$ cat src/rtl/gl_cmd_writer_pkg.sv
// Shared opcode/length table and state encoding for the GL command writer.
// gl_fetch imports the same constants so both ends agree on command strides.
package gl_cmd_writer_pkg;

  localparam logic [7:0] OP_VERTEX     = 8'h01;
  localparam logic [7:0] OP_COLOR      = 8'h02;
  localparam logic [7:0] OP_MULTMATRIX = 8'h03;
  localparam logic [7:0] OP_LOADMATRIX = 8'h04;
  localparam logic [7:0] OP_ROTATE     = 8'h05;
  localparam logic [7:0] OP_SCALE      = 8'h06;
  localparam logic [7:0] OP_TRANSLATE  = 8'h07;
  localparam logic [7:0] OP_VIEWPORT   = 8'h08;
  localparam logic [7:0] OP_FRUSTUM    = 8'h09;

  localparam logic [4:0] GL_LEN_VERTEX   = 5'd4;
  localparam logic [4:0] GL_LEN_COLOR    = 5'd4;
  localparam logic [4:0] GL_LEN_MATRIX   = 5'd17;
  localparam logic [4:0] GL_LEN_VIEWPORT = 5'd5;
  localparam logic [4:0] GL_LEN_FRUSTUM  = 5'd7;
  localparam logic [4:0] GL_LEN_DEFAULT  = 5'd1;

  typedef enum logic {
    ST_IDLE = 1'b0,
    ST_OPER = 1'b1
  } wr_state_t;

  function automatic logic [6:0] cmd_bytes(input logic [4:0] len);
    return {len, 2'b00};
  endfunction

endpackage

$ cat src/rtl/gl_cmd_len.sv
// Combinational opcode -> command length (words, header included) decoder.
module gl_cmd_len
  import gl_cmd_writer_pkg::*;
(
  input  logic [7:0] i_opcode,
  output logic [4:0] o_len
);

  always_comb begin
    o_len = GL_LEN_DEFAULT;
    case (i_opcode)
      OP_VERTEX:     o_len = GL_LEN_VERTEX;
      OP_COLOR:      o_len = GL_LEN_COLOR;
      OP_MULTMATRIX,
      OP_LOADMATRIX,
      OP_ROTATE,
      OP_SCALE,
      OP_TRANSLATE:  o_len = GL_LEN_MATRIX;
      OP_VIEWPORT:   o_len = GL_LEN_VIEWPORT;
      OP_FRUSTUM:    o_len = GL_LEN_FRUSTUM;
      default:       o_len = GL_LEN_DEFAULT;
    endcase
  end

endmodule

$ cat src/rtl/gl_cmd_writer.sv
// Producer side of the GL command ring: places whole commands, wraps them to
// text_start when they would cross text_end, and never overruns gl_fetch.
module gl_cmd_writer
  import gl_cmd_writer_pkg::*;
#(
  parameter int               WIDTH      = 32,
  parameter logic [WIDTH-1:0] TEXT_START = 32'hA000_0000,
  parameter logic [WIDTH-1:0] TEXT_END   = 32'hA001_0000
) (
  input  logic             clk,
  input  logic             reset,
  input  logic             cmd_valid,
  output logic             cmd_ready,
  input  logic [WIDTH-1:0] cmd_data,
  input  logic [WIDTH-1:0] rd_addr,
  output logic             mem_wr_en,
  output logic [WIDTH-1:0] mem_wr_addr,
  output logic [WIDTH-1:0] mem_wr_data,
  input  logic             mem_stall,
  output logic [WIDTH-1:0] tail_addr,
  output logic             busy,
  output logic             wrap_pulse
);

  localparam logic [WIDTH-1:0] WORD_BYTES = WIDTH'(4);

  wr_state_t        r_state;
  logic [4:0]       r_remaining;
  logic [WIDTH-1:0] r_p;
  logic [WIDTH-1:0] r_cmd_end;
  logic             r_wr_en;
  logic [WIDTH-1:0] r_wr_addr;
  logic [WIDTH-1:0] r_wr_data;
  logic             r_wr_last;
  logic [WIDTH-1:0] r_tail;
  logic             r_busy;
  logic             r_wrap_pulse;

  logic [4:0]       w_len;
  logic [WIDTH-1:0] w_bytes;
  logic [WIDTH-1:0] w_p_end;
  logic [WIDTH-1:0] w_wrap_end;
  logic             w_wrap;
  logic [WIDTH-1:0] w_start;
  logic [WIDTH-1:0] w_cmd_end;
  logic             w_fits;
  logic             w_can_issue;
  logic             w_accept;
  logic             w_retire;

  gl_cmd_len u_len (
    .i_opcode (cmd_data[7:0]),
    .o_len    (w_len)
  );

  assign w_bytes    = {{(WIDTH-7){1'b0}}, cmd_bytes(w_len)};
  assign w_p_end    = r_p + w_bytes;
  assign w_wrap_end = TEXT_START + w_bytes;
  assign w_wrap     = w_p_end > TEXT_END;
  assign w_start    = w_wrap ? TEXT_START : r_p;
  assign w_cmd_end  = w_wrap ? w_wrap_end : w_p_end;

  // Strict '<' leaves one word free so rd_addr == tail_addr always means empty.
  assign w_fits = w_wrap ? ((rd_addr <= r_p) && (w_wrap_end < rd_addr))
                         : ((rd_addr <= r_p) || (w_p_end < rd_addr));

  assign w_can_issue = ~r_wr_en | ~mem_stall;
  assign cmd_ready   = w_can_issue & ((r_state == ST_OPER) | w_fits);
  assign w_accept    = cmd_valid & cmd_ready;
  assign w_retire    = r_wr_en & ~mem_stall;

  always_ff @(posedge clk or negedge reset) begin
    if (!reset) begin
      r_state      <= ST_IDLE;
      r_remaining  <= 5'd0;
      r_p          <= TEXT_START;
      r_cmd_end    <= TEXT_START;
      r_wr_en      <= 1'b0;
      r_wr_addr    <= TEXT_START;
      r_wr_data    <= '0;
      r_wr_last    <= 1'b0;
      r_tail       <= TEXT_START;
      r_busy       <= 1'b0;
      r_wrap_pulse <= 1'b0;
    end else begin
      r_wrap_pulse <= 1'b0;
      // r_cmd_end still belongs to the retiring command even if a new header lands now.
      if (w_retire && r_wr_last) begin
        r_tail <= r_cmd_end;
      end
      if (w_accept) begin
        r_wr_en   <= 1'b1;
        r_wr_data <= cmd_data;
        if (r_state == ST_IDLE) begin
          r_wr_addr    <= w_start;
          r_p          <= w_start + WORD_BYTES;
          r_cmd_end    <= w_cmd_end;
          r_wrap_pulse <= w_wrap;
          if (w_len > 5'd1) begin
            r_state     <= ST_OPER;
            r_remaining <= w_len - 5'd1;
            r_busy      <= 1'b1;
            r_wr_last   <= 1'b0;
          end else begin
            r_wr_last   <= 1'b1;
          end
        end else begin
          r_wr_addr   <= r_p;
          r_p         <= r_p + WORD_BYTES;
          r_remaining <= r_remaining - 5'd1;
          if (r_remaining == 5'd1) begin
            r_state   <= ST_IDLE;
            r_busy    <= 1'b0;
            r_wr_last <= 1'b1;
          end else begin
            r_wr_last <= 1'b0;
          end
        end
      end else if (w_retire) begin
        r_wr_en <= 1'b0;
      end
    end
  end

  assign mem_wr_en   = r_wr_en;
  assign mem_wr_addr = r_wr_addr;
  assign mem_wr_data = r_wr_data;
  assign tail_addr   = r_tail;
  assign busy        = r_busy;
  assign wrap_pulse  = r_wrap_pulse;

endmodule

$ cat config.mk
export PLATFORM = sky130hd
export DESIGN_NAME = gl_cmd_writer
export DESIGN_NICKNAME = d
export VERILOG_FILES = /design/src/rtl/gl_cmd_writer_pkg.sv /design/src/rtl/gl_cmd_len.sv /design/src/rtl/gl_cmd_writer.sv
export SDC_FILE = /design/constraint.sdc
export NUM_CORES = 1
export LEC_CHECK = 0
export BUFFER_PORTS_ARGS = -buffer_cell sky130_fd_sc_hd__buf_2
export CORE_MARGIN = 10
export CORE_UTILIZATION = 25
export CTS_CLUSTER_SIZE = 28
export DETAILED_ROUTE_END_ITERATION = 10
export SETUP_SLACK_MARGIN = 0.4
export SLEW_MARGIN = 20
export SYNTH_ARGS = -nofsm -noshare
export SYNTH_HDL_FRONTEND = slang
export SYNTH_SLANG_ARGS = --single-unit
$ cat constraint.sdc
create_clock -name clk -period 10.2 [get_ports clk]
set_input_delay 1.02 -clock clk [delete_from_list [all_inputs] [get_ports clk]]
set_output_delay 1.02 -clock clk [all_outputs]
set_load 0.005 [all_outputs]
==> results_dict.tcl <==
set metrics [dict create \
    critical-path-slowest-cell "nor3_1" \
    cp_common_cell "a21o_1" \
    post_cts_resized 0 \
    hpwl_um 27150 \
    grt_start_max_net_pins 71 \
    slew_headroom 0.3470 \
    gp_congestion 0.9617 \
    crit_fanout 26 \
    vdd_ir_drop_max_mv 0.1399 \
    worst_pin_slew_ns 0.9721 \
    grt_util_all_layers 0.1433 \
    cts.sinks 168 \
    drt-initial-drc-count 730 \
    finalSetupTns_ns 0 \
    p_per_area_nw_per_um2 208.3 \
    area_delta_synth_final_pct 19.91 \
    endpoint_kind "flip-flop" \
    vias 8516 \
    grt.overflow.total 0 \
    slowest_delay_ns 0.81 \
    clock_path_buffers 2 \
    ant_nets 0 \
    fmax_mhz 132.0 \
    synth.top_cell.area_share 0.3997 \
    wl_per_cell_um 19.90 \
    outcome "finished clean" \
    final.fill_count 4213 \
    finalCriticalPeriod_ns 7.577 \
    synth_edf_count 0 \
    min_period_over_period 0.7429 \
    die_w_um 220.2 \
    grt-busiest-layer "met2" \
    finalCoreUtilization 0.3030 \
    final_nets 1347 \
    rows 73 \
    seq_area_frac_synth 0.4206 \
    htree_levels 4 \
    coreArea_um2 39640 \
    fin_ws_ns 2.623 \
    met1_usage 0.1960 \
    pre_cts_slack_ns 2.239 \
    ys_ff_latch 168 \
    syn_area_per_cell_um2 9.505 \
    yosysUniqueCellTypes 79 \
    grt_pass1_wl_um 53150 \
    layout_common_cells "buf_2, dfrtp_1, nand2_1" \
    final_common_cell "buf_2" \
    clkSlewWorstSetupHoldPaths_ns 0.06 \
    rsz0062_at_grt "no" \
    cp.required_ns 10.52 \
    syn_area_um2 10020 \
    cts_buffers 17 \
    yosys.area.top_type "dfrtp_1" \
    drive_above_1_share 0.2477 \
    whs_ns 0.4524 \
    yosysWarningCount 0 \
    cts_tree "yes" \
    synth_cells 1054 \
    cts_setup_buffers 0 \
    initial_core_util 0.2527 \
    postCtsHoldBufs 0 \
    postSynthNetCount 1202 \
    total_power_mw 2.503 \
    worstPathCellList "buf_2 > or4_1 > nor3_1 > ha_1 > nand3_1 > o21ai_0 > buf_4 > nand3_1 > or3_1 > xnor2_2 > inv_1 > ha_1 > a21o_1 > a21o_1 > a2111oi_0 > o21ai_1 > or3_1 > a21o_1 > and2_1 > a31oi_4 > buf_4 > mux2_2" \
    drv_cap 0 \
    critPathLaunch "cmd_data[5]" \
    critPathLaunchType "primary input" \
    first_pass_iters 5 \
    die_height_um 220.2 \
    hold_violations 0 \
    use_met3 0.03168 \
    worst-setup-path-type "in2reg" \
    antenna_found_initial 3 \
    crit_arrival_ns 7.90 \
    dieArea_um2 48480 \
    root_buffer "clkbuf_16" \
    synthTopCellsByArea "dfrtp_1, ha_1, mux2_2" \
    drc 0 \
    wl_um 34590 \
    drv_slew 0 \
    hold_class "in2async" \
    final-setup-viol-count 0 \
    routed_via_density 4.900 \
    finClkSkew_ns 0.008095 \
    leakage_nw 5.577 \
    port_buffers 167 \
    async_flop_share 1.000 \
    ys.flop_type "dfrtp_1" \
    io_pins 168 \
    clock_latency_ns 0.44 \
    met2_usage 0.2216 \
    reg2reg_from "r_p[2]" \
    grt_pass1_vias 8549 \
]
-- report_power, final --
group | internal (mW) | total [mW] | switching, mW
sequential | 0.850 | 0.989 | 0.138
clock | 0.405 | 0.688 | 0.284
combinational | 0.343 | 0.826 | 0.483
-- worst max-delay path, delay by kind of cell --
kind                       cells  cell delay [ns]
xor gates and xnor gates       1             0.29
and+or+nand+nor                7             2.78
adders and majority gates      2             0.62
muxes                          1             0.39
AOI/OAI and AO/OA              7             1.84
buffers and inverters          4             0.89
-- metrics by stage --
step / instances / cell area, um2
finish: 1738 / 12010
CTS: 1736 / 12000
global route: 1737 / 12010
detailed placement: 1705 / 11390
global placement: 1705 / 11380
floorplan: 1054 / 10020
-- layout make-up --
cell class,count,area [um2],area share
Clock inverter,10,142.6,0.01187
Antenna cell,2,5.005,0.0004166
Multi-Input combinational cell,744,5258,0.4377
Tap cell,525,656.9,0.05468
Timing Repair Buffer,179,932.1,0.07760
Clock buffer,21,470.5,0.03916
Sequential cell,168,4214,0.3508
Inverter,89,334.1,0.02781
-- worst paths after layout --
kind                                   end  slack [ns]  depth (start not counted)
max                        mem_wr_data[20]        2.62                         22
min                         mem_wr_data[5]        0.45                          1
max reg2reg                mem_wr_data[20]        4.08                         18
min reg2reg                mem_wr_addr[14]        0.48                          2
max in group asynchronous  mem_wr_data[27]        7.62                          3
min in group clk           mem_wr_addr[14]        0.48                          2
-- registers in the layout (all words and copies together), names as in the netlist --
signal	cells
busy	1
mem_wr_addr	32
mem_wr_data	32
mem_wr_en	1
r_cmd_end	32
r_p	30
r_remaining	5
r_state	1
r_wr_last	1
tail_addr	32
wrap_pulse	1
-- cell usage after synthesis, types with 13 or more instances --
library cell and instances:
inv_1 85, nand3_1 31, mux2_2 57, dfrtp_1 160
o31ai_1 14, clkbuf_1 26, nor3_1 14, xor2_1 13
ha_1 79, nand2b_1 23, buf_2 23, nand4_1 34
nand2_1 120, or3_1 14, a21o_1 13, xnor2_1 27
o21ai_0 104, nor2_1 42, a21oi_1 42, nor4_1 18
-- cell families after synthesis --
| kind of cell | count (synthesis) | share of synthesized area |
|---|---|---|
| multiplexers | 63 | 0.07019 |
| flip-flops | 168 | 0.4206 |
| AO/OA/AOI/OAI | 231 | 0.1449 |
| AND/OR/NAND/NOR | 327 | 0.1662 |
| buffers and inverters | 142 | 0.05757 |
| adder cells (fa/ha/maj) | 80 | 0.1007 |
| XOR/XNOR | 43 | 0.03984 |
-- layer usage --
layer  vias to the layer above  routed length (um)
li1                       4014                   -
met5                         -                  13
met2                       289               15740
met3                        29                2444
met1                      4182               15920
met4                         2                 476
(Power assumes the default switching activity.)
